## src/rtl/dsp_pkg.sv

```systemverilog
// Shared DSP definitions: accumulator width derivation, clamp limits and the
// settle/track state encoding used by the DC blocker.
package dsp_pkg;

    typedef enum logic {
        SETTLE = 1'b0,
        TRACK  = 1'b1
    } state_e;

    function automatic int unsigned accw(input int unsigned iw, input int unsigned k);
        return iw + k + 2;
    endfunction

    function automatic longint acc_hi(input int unsigned iw, input int unsigned k);
        return (longint'(1) <<< (iw - 1 + k)) - 1;
    endfunction

    function automatic longint acc_lo(input int unsigned iw, input int unsigned k);
        return -(longint'(1) <<< (iw - 1 + k));
    endfunction

endpackage

```

## src/rtl/dc_track_chan.sv

```systemverilog
// One channel of the DC blocker: leaky-integrator DC estimate, subtraction and
// clamped accumulator update.
module dc_track_chan
    import dsp_pkg::*;
#(
    parameter int unsigned IW = 12,
    parameter int unsigned K  = 10,
    parameter int unsigned KF = 4
) (
    input  logic                 clk,
    input  logic                 rst_n,
    input  logic signed [IW-1:0] x,
    input  logic                 upd,
    input  logic                 fast,
    input  logic                 clr,
    output logic signed [IW:0]   e
);

    localparam int unsigned ACCW = accw(IW, K);
    localparam int unsigned AW1  = ACCW + 1;
    localparam int unsigned FS   = K - KF;
    localparam logic signed [AW1-1:0] HI_X = AW1'(acc_hi(IW, K));
    localparam logic signed [AW1-1:0] LO_X = AW1'(acc_lo(IW, K));

    logic signed [ACCW-1:0] acc_q, acc_d;
    logic signed [IW:0]     dc;
    logic signed [AW1-1:0]  step;
    logic signed [AW1-1:0]  sum;

    // The clamp keeps dc inside IW bits, so the top guard bit can be dropped.
    assign dc = acc_q[IW+K:K];
    assign e  = {x[IW-1], x} - dc;

    always_comb begin
        step = AW1'(e);
        if (fast) begin
            step = step <<< FS;
        end
        sum = AW1'(acc_q) + step;

        if (sum > HI_X) begin
            acc_d = HI_X[ACCW-1:0];
        end else if (sum < LO_X) begin
            acc_d = LO_X[ACCW-1:0];
        end else begin
            acc_d = sum[ACCW-1:0];
        end

        if (!upd) begin
            acc_d = acc_q;
        end
        if (clr) begin
            acc_d = '0;
        end
    end

    always_ff @(posedge clk or negedge rst_n) begin
        if (!rst_n) begin
            acc_q <= '0;
        end else begin
            acc_q <= acc_d;
        end
    end

endmodule

```

## src/rtl/dc_blocker.sv

```systemverilog
// Dual-channel I/Q DC-offset removal: fast-settle then slow tracking of a
// per-channel DC estimate, output widened for the downstream saturator.
module dc_blocker
    import dsp_pkg::*;
#(
    parameter int unsigned IW = 12,
    parameter int unsigned OW = 17,
    parameter int unsigned K  = 10,
    parameter int unsigned KF = 4,
    parameter int unsigned SL = 6
) (
    input  logic                 clk,
    input  logic                 rst_n,
    input  logic                 in_valid,
    input  logic signed [IW-1:0] in_i,
    input  logic signed [IW-1:0] in_q,
    input  logic                 bypass,
    input  logic                 freeze,
    input  logic                 clear,
    output logic                 out_valid,
    output logic signed [OW-1:0] out_i,
    output logic signed [OW-1:0] out_q,
    output logic                 settled
);

    logic                 s1_valid, s1_bypass, s1_freeze;
    logic signed [IW-1:0] s1_i, s1_q;
    logic signed [IW:0]   e_i, e_q;
    logic                 upd, fast;
    state_e               state_q, state_d;
    logic [SL-1:0]        cnt_q, cnt_d;

    always_ff @(posedge clk or negedge rst_n) begin
        if (!rst_n) begin
            s1_valid  <= 1'b0;
            s1_bypass <= 1'b0;
            s1_freeze <= 1'b0;
            s1_i      <= '0;
            s1_q      <= '0;
        end else begin
            s1_valid  <= in_valid;
            s1_bypass <= bypass;
            s1_freeze <= freeze;
            s1_i      <= in_i;
            s1_q      <= in_q;
        end
    end

    assign upd  = s1_valid && !s1_bypass && !s1_freeze;
    assign fast = (state_q == SETTLE);

    dc_track_chan #(
        .IW (IW),
        .K  (K),
        .KF (KF)
    ) u_chan_i (
        .clk   (clk),
        .rst_n (rst_n),
        .x     (s1_i),
        .upd   (upd),
        .fast  (fast),
        .clr   (clear),
        .e     (e_i)
    );

    dc_track_chan #(
        .IW (IW),
        .K  (K),
        .KF (KF)
    ) u_chan_q (
        .clk   (clk),
        .rst_n (rst_n),
        .x     (s1_q),
        .upd   (upd),
        .fast  (fast),
        .clr   (clear),
        .e     (e_q)
    );

    // clear overrides any same-cycle sample accounting.
    always_comb begin
        state_d = state_q;
        cnt_d   = cnt_q;
        if (clear) begin
            state_d = SETTLE;
            cnt_d   = '0;
        end else if (upd && state_q == SETTLE) begin
            cnt_d = cnt_q + SL'(1);
            if (cnt_q == '1) begin
                state_d = TRACK;
            end
        end
    end

    always_ff @(posedge clk or negedge rst_n) begin
        if (!rst_n) begin
            state_q <= SETTLE;
            cnt_q   <= '0;
        end else begin
            state_q <= state_d;
            cnt_q   <= cnt_d;
        end
    end

    assign settled = (state_q == TRACK);

    always_ff @(posedge clk or negedge rst_n) begin
        if (!rst_n) begin
            out_valid <= 1'b0;
            out_i     <= '0;
            out_q     <= '0;
        end else begin
            out_valid <= s1_valid;
            if (s1_valid) begin
                out_i <= s1_bypass ? OW'(s1_i) : OW'(e_i);
                out_q <= s1_bypass ? OW'(s1_q) : OW'(e_q);
            end
        end
    end

endmodule

```

## config.mk

```make
export PLATFORM = sky130hd
export DESIGN_NAME = dc_blocker
export DESIGN_NICKNAME = d
export VERILOG_FILES = /design/src/rtl/dsp_pkg.sv /design/src/rtl/dc_track_chan.sv /design/src/rtl/dc_blocker.sv
export SDC_FILE = /design/constraint.sdc
export NUM_CORES = 1
export LEC_CHECK = 0
export BUFFER_PORTS_ARGS = -buffer_cell sky130_fd_sc_hd__clkbuf_2
export CORE_ASPECT_RATIO = 0.5
export CORE_MARGIN = 2
export CORE_UTILIZATION = 53
export CTS_CLUSTER_DIAMETER = 40
export CTS_CLUSTER_SIZE = 30
export DETAILED_ROUTE_END_ITERATION = 8
export HOLD_SLACK_MARGIN = 0.06
export PLACE_DENSITY = 0.8
export SETUP_SLACK_MARGIN = 0.02
export SYNTH_ARGS = -nofsm -noshare
export SYNTH_HDL_FRONTEND = slang
export SYNTH_HIERARCHICAL = 1
export SYNTH_SLANG_ARGS = --single-unit
```

## constraint.sdc

```tcl
create_clock -name clk -period 5.8 [get_ports clk]
set_input_delay 0.58 -clock clk [delete_from_list [all_inputs] [get_ports clk]]
set_output_delay 0.58 -clock clk [all_outputs]
set_load 0.005 [all_outputs]
```

==> flow_summary.ini, run 1 <==
[status]
status = complete, no violations

[synth]
synth_edf_count = 0
synthCells = 870
postSynth.asyncResetShare_pct = 100
ys_seq_area_share_pct = 33.5
yosysTopAreaCell = dfrtp_1
synth_top_family_by_area = compound AO/OA/AOI/OAI gates
yosysWarnings = 6
synth_compound_area_share_pct = 24.4
synth_fa_ha_area_share_pct = 12.5
yosysTopAreaCellShare_pct = 33.5
netlist_area_sq_um = 8140
synthSimpleGateAreaFrac_pct = 12.6
synth_fp_nets = 979
synthTopCellsByArea = dfrtp_1 34%, ha_1 12%, a21oi_1 5.2%
ys.flop_type = dfrtp_1
synth_seq_cells = 109
syn_area_per_cell_sq_um = 9.36
synth_mux_area_share_pct = 4.98
synth_xor_area_share_pct = 6.56
synth_cell_types = 75

[timing]
holdWs_ps = 225
relSlewSlack_pct = 12.0
slew_viol_final = 0
fin_setup_tns_ps = 0
fin_crit_sh_pct = 94.9
fin_skew_ps = 12.9
rsz0062_at_grt = no
min_period_ps = 5500
setup_slack_ps = 297
fmax_mhz = 182
tightest_slew_ps = 1310
hold_viol = 0
setup-violations-final = 0

[route]
firstDrtPassIters = 8
wl_met1_mm = 8.83
ant_nets = 0
met3WireLength_um = 951
met2_length_mm = 9.40
drcViolationCount = 0
vias_per_cell = 6.16
wl_per_cell_um = 17.6
wirelength_mm = 19.7
vias = 6906
drt-initial-drc-count = 445
top_layer = met4

[worst_setup_path]
worst-r2r-setup-slack_ps = 300
rr_endpoint = u_chan_q/acc_q[16]
startpoint = u_chan_q/acc_q[10]
worstReg2RegStart = u_chan_q/acc_q[10]
reg2reg_depth = 19
timing.critical_path.from_type = flip-flop
crit_arrival_ps = 5780
end_kind = flip-flop
critPathRequiredTime_ps = 6080
crit_type = flip-flop to flip-flop
crit_fanout = 19
crit_path_end = u_chan_q/acc_q[16]

[cells_and_area]
syn2layout_area_growth_pct = 9.73
register_area_sq_um = 2730
final_cell_mix = 109 x dfrtp_1, 83 x a21oi_1, 75 x ha_1, 65 x nor2_1, 64 x clkbuf_2
diodes = 0
post-route-cell-area_sq_um = 8930
multi_input_area_sq_um = 4980
fill_cells = 1246
layout-drive-gt1-share_pct = 15.3
final_nets = 1027
final_common_cell = dfrtp_1

[power_and_ir_drop]
p_per_area_nw_per_um2 = 357
p_clk_share_pct = 21.1
power.internal_mw = 1.89
seq_power_share_pct = 29.2
switching_share_pct = 40.8
p_sw_mw = 1.30
power.leakage_nw = 4.34
ir_worst_vdd_v = 0.000198
combPwrFrac_pct = 49.7

[clock_network]
cts_root_buf = clkbuf_16
clkLatencyLatePin_ps = 360
clock_sinks = 109
holdBufCountCts = 0
cts_made_buffers = 9
cts_max_level = 3
clockBufferDepth = 2
cts_tree = built
post_cts_buffers = 0
path_clk_slew_ps = 90

[die]
fp.dieH_um = 91.6
io_pins = 66
dieArea_sq_um = 16400
die_w_um = 179
core-area_sq_um = 14700
initial_utilization_pct = 55.2
rows = 31

[placement]
port_buffers = 65
dp_slack_ps = 205
place_congestion = 0.895
hpwl_mm = 14.8
place_area_sq_um = 8580

[global_route]
grt_overflow = 0
grt_pass1_wl_mm = 32.5
grt_max_degree = 66
first_global_vias = 6808
grt_antenna_before_repair = 0
grt_usage_pct = 24.6

[hold_path]
hold_path_class = input port to asynchronous set/reset pin

[flow_run]
cap_violations = 0
-- flip-flops by register name (all words and copies together), names as in the netlist --
name / count
settled: 1
out_valid: 1
s1_i: 12
cnt_q: 6
s1_bypass: 1
s1_freeze: 1
s1_valid: 1
u_chan_i/acc_q: 24
out_q: 13
out_i: 13
u_chan_q/acc_q: 24
s1_q: 12
-- worst min-delay path by stage --
stage                                     to  slack [ps]  depth (start not counted)
after CTS                           out_i[0]         250                          1
after detailed placement  u_chan_i/acc_q[23]         480                          1
after global placement    u_chan_i/acc_q[23]         470                          1
after floorplan                     cnt_q[0]         280                          0
final                                s1_i[1]         220                          1
after global routing                out_i[0]         280                          1
-- per-stage QoR --
| step | instances | power (mW) | util, % |
|---|---|---|---|
| 2_1_floorplan | 870 | 2.11 | - |
| 3_3_place_gp | 1105 | 2.44 | 58.2 |
| 3_5_place_dp | 1105 | 2.49 | 58.2 |
| 4_1_cts | 1121 | 3.17 | 60.5 |
| 5_1_grt | 1121 | 3.40 | 60.6 |
| 6_report | 1121 | 3.19 | 60.6 |
-- Yosys cell counts, drive strengths merged, types with 3 or more instances --
cell	n
ha	75
a211oi	6
nor2	66
o31ai	9
a221o	38
xor2	16
nand4	9
o21bai	5
a21o	36
xnor2	45
a21boi	3
o21ai	35
mux2	12
inv	50
or3	7
a22o	3
nor3	23
dfrtp	109
nand2	43
nand2b	6
nor3b	3
clkbuf	24
a21oi	88
o31a	3
nand3	16
and3	7
or4	3
o311a	3
o211ai	10
or2	3
a31oi	8
buf	21
o21a	10
mux2i	27
nor2b	15
fa	4
-- layer usage --
layer,global-route usage (%),vias up
met2,41.4,225
met3,3.69,53
met1,31.8,3336
met5,0,-
met4,9.48,0
li1,-,3292
-- cell families after synthesis --
group	Yosys count
multiplexers	39
adder cells (fa/ha/maj)	79
XOR/XNOR	61
AND/OR/NAND/NOR	209
buffers and inverters	95
AO/OA/AOI/OAI	278
flip-flops	109
-- critical path: stages (launching register included) --
cell,delay (ps)
dfrtp_1,420
ha_1,230
fa_1,420
nor2b_1,160
o21a_1,150
o21ai_0,160
a211o_1,330
and3_1,170
or3b_2,500
a21oi_4,260
a21o_1,120
ha_1,290
a21o_1,270
a221o_1,350
a221o_1,320
nor3_2,300
nand4_1,290
o41ai_4,290
buf_6,230
a221o_1,160
-- power groups by stage --
| stage | clock, mW | sequential [mW] | combinational, mW |
|---|---|---|---|
| 6_report | 0.673 | 0.930 | 1.58 |
| 5_1_grt | 0.711 | 0.942 | 1.75 |
| 4_1_cts | 0.683 | 0.929 | 1.56 |
| 3_5_place_dp | 0 | 0.943 | 1.54 |
| 3_3_place_gp | 0 | 0.939 | 1.50 |
| 2_1_floorplan | 0 | 0.927 | 1.18 |
-- area by class of cell --
class	count	share of cell area, %
Sequential cell	109	30.5
Inverter	50	2.10
Timing Repair Buffer	82	5.14
Clock inverter	6	1.02
Tap cell	198	2.77
Multi-Input combinational cell	666	55.8
Clock buffer	10	2.68
-- repair_timing --
| item | 4_1_cts | 5_1_grt |
|---|---|---|
| hold endpoints to repair | 0 | 0 |
| resized for setup | 0 | 4 |
| endpoints found under the setup margin | 0 | 42 |
Note: power is estimated with default switching activity, not from simulation.
==> run 2: changes to the inputs <==
--- a/config.mk
+++ b/config.mk
@@ -8,12 +8,12 @@
 export BUFFER_PORTS_ARGS = -buffer_cell sky130_fd_sc_hd__clkbuf_2
 export CORE_ASPECT_RATIO = 0.5
 export CORE_MARGIN = 2
-export CORE_UTILIZATION = 53
+export CORE_UTILIZATION = 51
 export CTS_CLUSTER_DIAMETER = 40
 export CTS_CLUSTER_SIZE = 30
 export DETAILED_ROUTE_END_ITERATION = 8
 export HOLD_SLACK_MARGIN = 0.06
-export PLACE_DENSITY = 0.8
+export PLACE_DENSITY = 0.78
 export SETUP_SLACK_MARGIN = 0.02
 export SYNTH_ARGS = -nofsm -noshare
 export SYNTH_HDL_FRONTEND = slang
==> run 2 against run 1 <==
Core utilization shrank 3.1 points; highest routed layer unchanged; final cell count grew 0.27%; combinational power shrank 3%; sequential power grew 0.4%; setup slack gained 35 ps; fmax grew 0.64%; register-to-register slack gained 30 ps; power shrank 2.1%.
==> flow_summary.ini, run 2 (synthesized netlist as in run 1, its figures left out) <==
[worst_setup_path]
crit_type = flip-flop to flip-flop
crit_fanout = 19
critPathRequiredTime_ps = 6100
timing.critical_path.from_type = flip-flop
crit_path_end = u_chan_q/acc_q[6]
crit_arrival_ps = 5770
worstReg2RegStart = u_chan_q/acc_q[10]
rr_endpoint = u_chan_q/acc_q[6]
end_kind = flip-flop
startpoint = u_chan_q/acc_q[10]
reg2reg_depth = 19
worst-r2r-setup-slack_ps = 330

[power_and_ir_drop]
p_per_area_nw_per_um2 = 350
switching_share_pct = 40.2
power.internal_mw = 1.87
seq_power_share_pct = 30.0
combPwrFrac_pct = 49.1
ir_worst_vdd_v = 0.000181
p_sw_mw = 1.25
power.leakage_nw = 4.32
p_clk_share_pct = 20.9

[timing]
tightest_slew_ps = 910
fin_skew_ps = 11.0
min_period_ps = 5470
relSlewSlack_pct = 39.4
rsz0062_at_grt = no
fin_setup_tns_ps = 0
setup-violations-final = 0
slew_viol_final = 0
fin_crit_sh_pct = 94.3
hold_viol = 0
fmax_mhz = 183
setup_slack_ps = 332

[clock_network]
holdBufCountCts = 0
cts_max_level = 3
clock_sinks = 109
cts_root_buf = clkbuf_16
clkLatencyLatePin_ps = 360
cts_made_buffers = 9
clockBufferDepth = 2
cts_tree = built
path_clk_slew_ps = 80

[cells_and_area]
final_cell_mix = 108 x dfrtp_1, 83 x a21oi_1, 75 x ha_1, 65 x nor2_1, 64 x clkbuf_2
final_common_cell = dfrtp_1
largestRegisters = u_chan_i/acc_q x24, u_chan_q/acc_q x24
layout-drive-gt1-share_pct = 15.1
syn2layout_area_growth_pct = 9.38
diodes = 0
fin_cells = 1124
fill_cells = 1348
final_nets = 1024

[global_route]
grt_usage_pct = 22.9
grt_max_degree = 60
first_global_vias = 6603
grt_pass1_wl_mm = 31.6
grt_overflow = 0
grt_antenna_before_repair = 0

[status]
status = complete, no violations

[placement]
port_buffers = 65
dp_slack_ps = 285
place_congestion = 0.914
hpwl_mm = 14.1
dp.cells = 1104

[route]
drcViolationCount = 0
firstDrtPassIters = 5
drt-initial-drc-count = 439
ant_nets = 0
wirelength_mm = 18.8
vias = 6685
vias_per_cell = 5.95
wl_per_cell_um = 16.8

[die]
die_w_um = 183
dieArea_sq_um = 17000
core-area_sq_um = 15500
initial_utilization_pct = 52.5
io_pins = 66
fp.dieH_um = 93.3
rows = 32

[hold_path]
hold_path_class = input port to asynchronous set/reset pin

[flow_run]
cap_violations = 0
-- run 2: cell types whose count changed in the layout (fill, tap and decap cells not counted) --
cell,before,now
buf_12,0,1
dfrtp_1,109,108
buf_6,1,0
clkinvlp_4,0,1
inv_6,1,2
dfrtp_2,0,1
a21oi_4,1,0
clkinv_8,2,0
buf_4,17,14
a21oi_2,4,5
-- run 2: per-stage QoR --
stage	power (mW)	util [%]	hold slack [ps]	area, sq um
finish	3.12	57.5	282	8900
global route	3.34	57.5	313	8900
CTS	3.11	57.1	312	8850
detailed placement	2.45	55.1	483	8540
global placement	2.40	55.1	473	8540
floorplan	2.11	-	284	8140
-- run 2: worst min path at each step --
stage / from / to / slack (ps) / cells after the start
floorplan: rst_n / cnt_q[0] / 280 / 0
global placement: u_chan_i/acc_q[23] / u_chan_i/acc_q[23] / 470 / 1
detailed placement: u_chan_i/acc_q[23] / u_chan_i/acc_q[23] / 480 / 1
CTS: in_q[1] / s1_q[1] / 310 / 1
global route: in_q[1] / s1_q[1] / 310 / 1
finish: rst_n / out_i[3] / 280 / 1
-- run 2: per-layer routing --
| metal | GRT usage, % | share of wire, % | vias up |
|---|---|---|---|
| li1 | - | - | 3289 |
| met1 | 30.3 | 47 | 3206 |
| met2 | 39.0 | 47 | 156 |
| met3 | 3.19 | 3.7 | 34 |
| met4 | 7.46 | 2.3 | 0 |
| met5 | 0 | 0 | - |
-- run 2: power groups by stage --
stage               Clock [mW]  Combinational [mW]  Sequential, mW
detailed placement           0                1.50           0.948
global route             0.696                1.70           0.947
global placement             0                1.46           0.944
finish                   0.652                1.53           0.934
CTS                      0.669                1.51           0.934
floorplan                    0                1.18           0.927
-- run 2: repair_timing --
action | CTS | global route
resized for setup | 0 | 2
endpoints found under the setup margin | 0 | 41
setup buffers | 0 | 3
-- run 2: critical path: stages, from the launching register on --
cell and delay [ps]:
dfrtp_1 420, ha_1 220, fa_1 420, nor2b_1 130
o21a_1 130, o21ai_0 160, a211o_1 330, and3_1 160
or3b_2 480, a21oi_2 290, a21o_1 130, ha_1 310
a21o_1 210, a221o_1 380, a221o_1 320, nor3_2 280
nand4_1 260, o41ai_4 280, buf_4 300, a221o_1 180
-- run 2: final cells by class --
cell class | count | area (sq um) | area share, %
timing repair buffer | 79 | 445 | 5.00
sequential | 109 | 2730 | 30.6
clock buffer | 10 | 239 | 2.68
clock inverter | 6 | 75.1 | 0.843
multi-input combinational | 666 | 4970 | 55.8
inverter | 50 | 188 | 2.11
tap | 204 | 255 | 2.87
==> run 3: changes to the inputs <==
--- a/config.mk
+++ b/config.mk
@@ -14,6 +14,7 @@
 export DETAILED_ROUTE_END_ITERATION = 8
 export HOLD_SLACK_MARGIN = 0.06
 export PLACE_DENSITY = 0.78
+export REMOVE_ABC_BUFFERS = 1
 export SETUP_SLACK_MARGIN = 0.02
 export SYNTH_ARGS = -nofsm -noshare
 export SYNTH_HDL_FRONTEND = slang
==> constraint.sdc (replaced) <==
create_clock -name clk -period 5.8 [get_ports clk]
set_input_delay 1.16 -clock clk [delete_from_list [all_inputs] [get_ports clk]]
set_output_delay 1.16 -clock clk [all_outputs]
set_load 0.005 [all_outputs]
==> run 3 against run 2 <==
Clock power hardly changed; critical path type unchanged; sequential share of layout area up 0.10 points; cell area decreased by 0.34%; final cell count fell by 0.18%; core utilization shrank 0.19 points; via count is 1.9% higher; die area did not move; hold slack better by 210 ps.
==> flow_summary.ini, run 3 (synthesized netlist as in run 1, its figures left out) <==
[placement]
dp_slack_ps = 285
hpwl_mm = 14.1
place_congestion = 0.912
port_buffers = 65
place_area_sq_um = 8560

[die]
rows = 32
io_pins = 66
core-area_sq_um = 15500
fp.dieH_um = 93.3
die_w_um = 183
dieArea_sq_um = 17000
initial_utilization_pct = 52.5

[worst_setup_path]
end_kind = flip-flop
critPathRequiredTime_ps = 6090
path_cells = ha_1, fa_1, nor2b_1, o21a_1, o21ai_0, a211o_1, and3_1, or3b_2, a21oi_2, a21o_1, ha_1, a21o_1, a221o_1, a221o_1, nor3_2, nand4_1, o41ai_4, buf_6, a221o_1
timing.critical_path.from_type = flip-flop
critical-path-max-stage-delay_ps = 470
crit_type = flip-flop to flip-flop
crit_arrival_ps = 5710
crit_slowest_cell = or3b_2
cpMostUsedCell = a221o_1
crit_fanout = 19

[cells_and_area]
final_cell_mix = 108 x dfrtp_1, 83 x a21oi_1, 75 x ha_1, 64 x nor2_1, 64 x clkbuf_2
diodes = 0
final_nets = 1022
layout-drive-gt1-share_pct = 15.0
largestRegisters = u_chan_i/acc_q x24, u_chan_q/acc_q x24
multi_input_area_sq_um = 4970
register_area_sq_um = 2730
post-route-cell-area_sq_um = 8870
utilization_pct = 57.3
final_common_cell = dfrtp_1
fill_cells = 1286
syn2layout_area_growth_pct = 9.01

[global_route]
first_global_vias = 6673
grt_usage_pct = 23.6
grt_pass1_wl_mm = 32.3
grt_overflow = 0
grt_antenna_before_repair = 0
grt_max_degree = 73

[flow_run]
cap_violations = 0

[timing]
setup_slack_ps = 385
holdWs_ps = 496
fin_skew_ps = 6.93
setup-violations-final = 0
tightest_slew_ps = 1060
slew_viol_final = 0
relSlewSlack_pct = 29.0
fin_crit_sh_pct = 93.4
hold_viol = 0
min_period_ps = 5420
fmax_mhz = 185
fin_setup_tns_ps = 0
rsz0062_at_grt = no

[route]
drcViolationCount = 0
ant_nets = 0
drt-initial-drc-count = 482
firstDrtPassIters = 5
wirelength_mm = 19.4
vias = 6809
vias_per_cell = 6.07
wl_per_cell_um = 17.3

[power_and_ir_drop]
p_clk_share_pct = 20.8
power.internal_mw = 1.86
power.leakage_nw = 4.31
switching_share_pct = 40.6
combPwrFrac_pct = 49.5
p_per_area_nw_per_um2 = 354
p_sw_mw = 1.28
ir_worst_vdd_v = 0.000180
seq_power_share_pct = 29.7

[clock_network]
holdBufCountCts = 0
clkLatencyLatePin_ps = 350
path_clk_slew_ps = 80
cts_tree = built
post_cts_buffers = 0
clock_sinks = 109
cts_max_level = 3
cts_made_buffers = 9
ctsResizeCount = 0
cts_root_buf = clkbuf_16
clockBufferDepth = 2

[hold_path]
hold_path_class = flip-flop to flip-flop

[status]
status = complete, no violations
[run 3: stage by stage]
stage,power [mW],std cells
3_5_place_dp,2.46,1106
3_3_place_gp,2.43,1106
4_1_cts,3.13,1122
5_1_grt,3.36,1122
2_1_floorplan,2.08,825
6_report,3.14,1122
[run 3: metal layers]
metal / track usage (%) / wire length (um) / vias up
met5: 0 / 0 / -
met4: 6.99 / 382 / 0
met3: 3.66 / 750 / 41
met2: 42.0 / 9630 / 178
met1: 30.0 / 8640 / 3310
li1: - / - / 3280
[run 3: area by class of cell]
class / count / area share (%)
Sequential cell: 109 / 30.8
Clock buffer: 9 / 2.54
Multi-Input combinational cell: 666 / 56.1
Tap cell: 204 / 2.88
Timing Repair Buffer: 77 / 4.75
Inverter: 50 / 2.12
Clock inverter: 7 / 0.902
[run 3: critical path: cells and delay by family (launching register included)]
family | cells | cell delay [ps]
compound gates | 10 | 2450
flops | 1 | 420
buf+inv | 1 | 250
fa+ha+maj | 3 | 960
simple gates | 5 | 1280
[run 3: worst paths after layout]
path	slack (ps)	start	endpoint	cells past startpoint
hold / removal	500	u_chan_i/acc_q[23]	u_chan_i/acc_q[23]	1
setup / recovery	380	u_chan_q/acc_q[10]	u_chan_q/acc_q[5]	19
setup reg to reg	380	u_chan_q/acc_q[10]	u_chan_q/acc_q[5]	19
max in group asynchronous	3790	rst_n	u_chan_i/acc_q[17]	2
hold reg to reg	500	u_chan_i/acc_q[23]	u_chan_i/acc_q[23]	1
min in group asynchronous	940	rst_n	u_chan_q/acc_q[5]	1
[run 3: power groups by stage]
stage	combinational [mW]	sequential [mW]	clock, mW
after floorplan	1.14	0.936	0
after global placement	1.48	0.944	0
after detailed placement	1.51	0.948	0
after CTS	1.53	0.933	0.662
after global routing	1.72	0.947	0.695
final	1.55	0.934	0.652
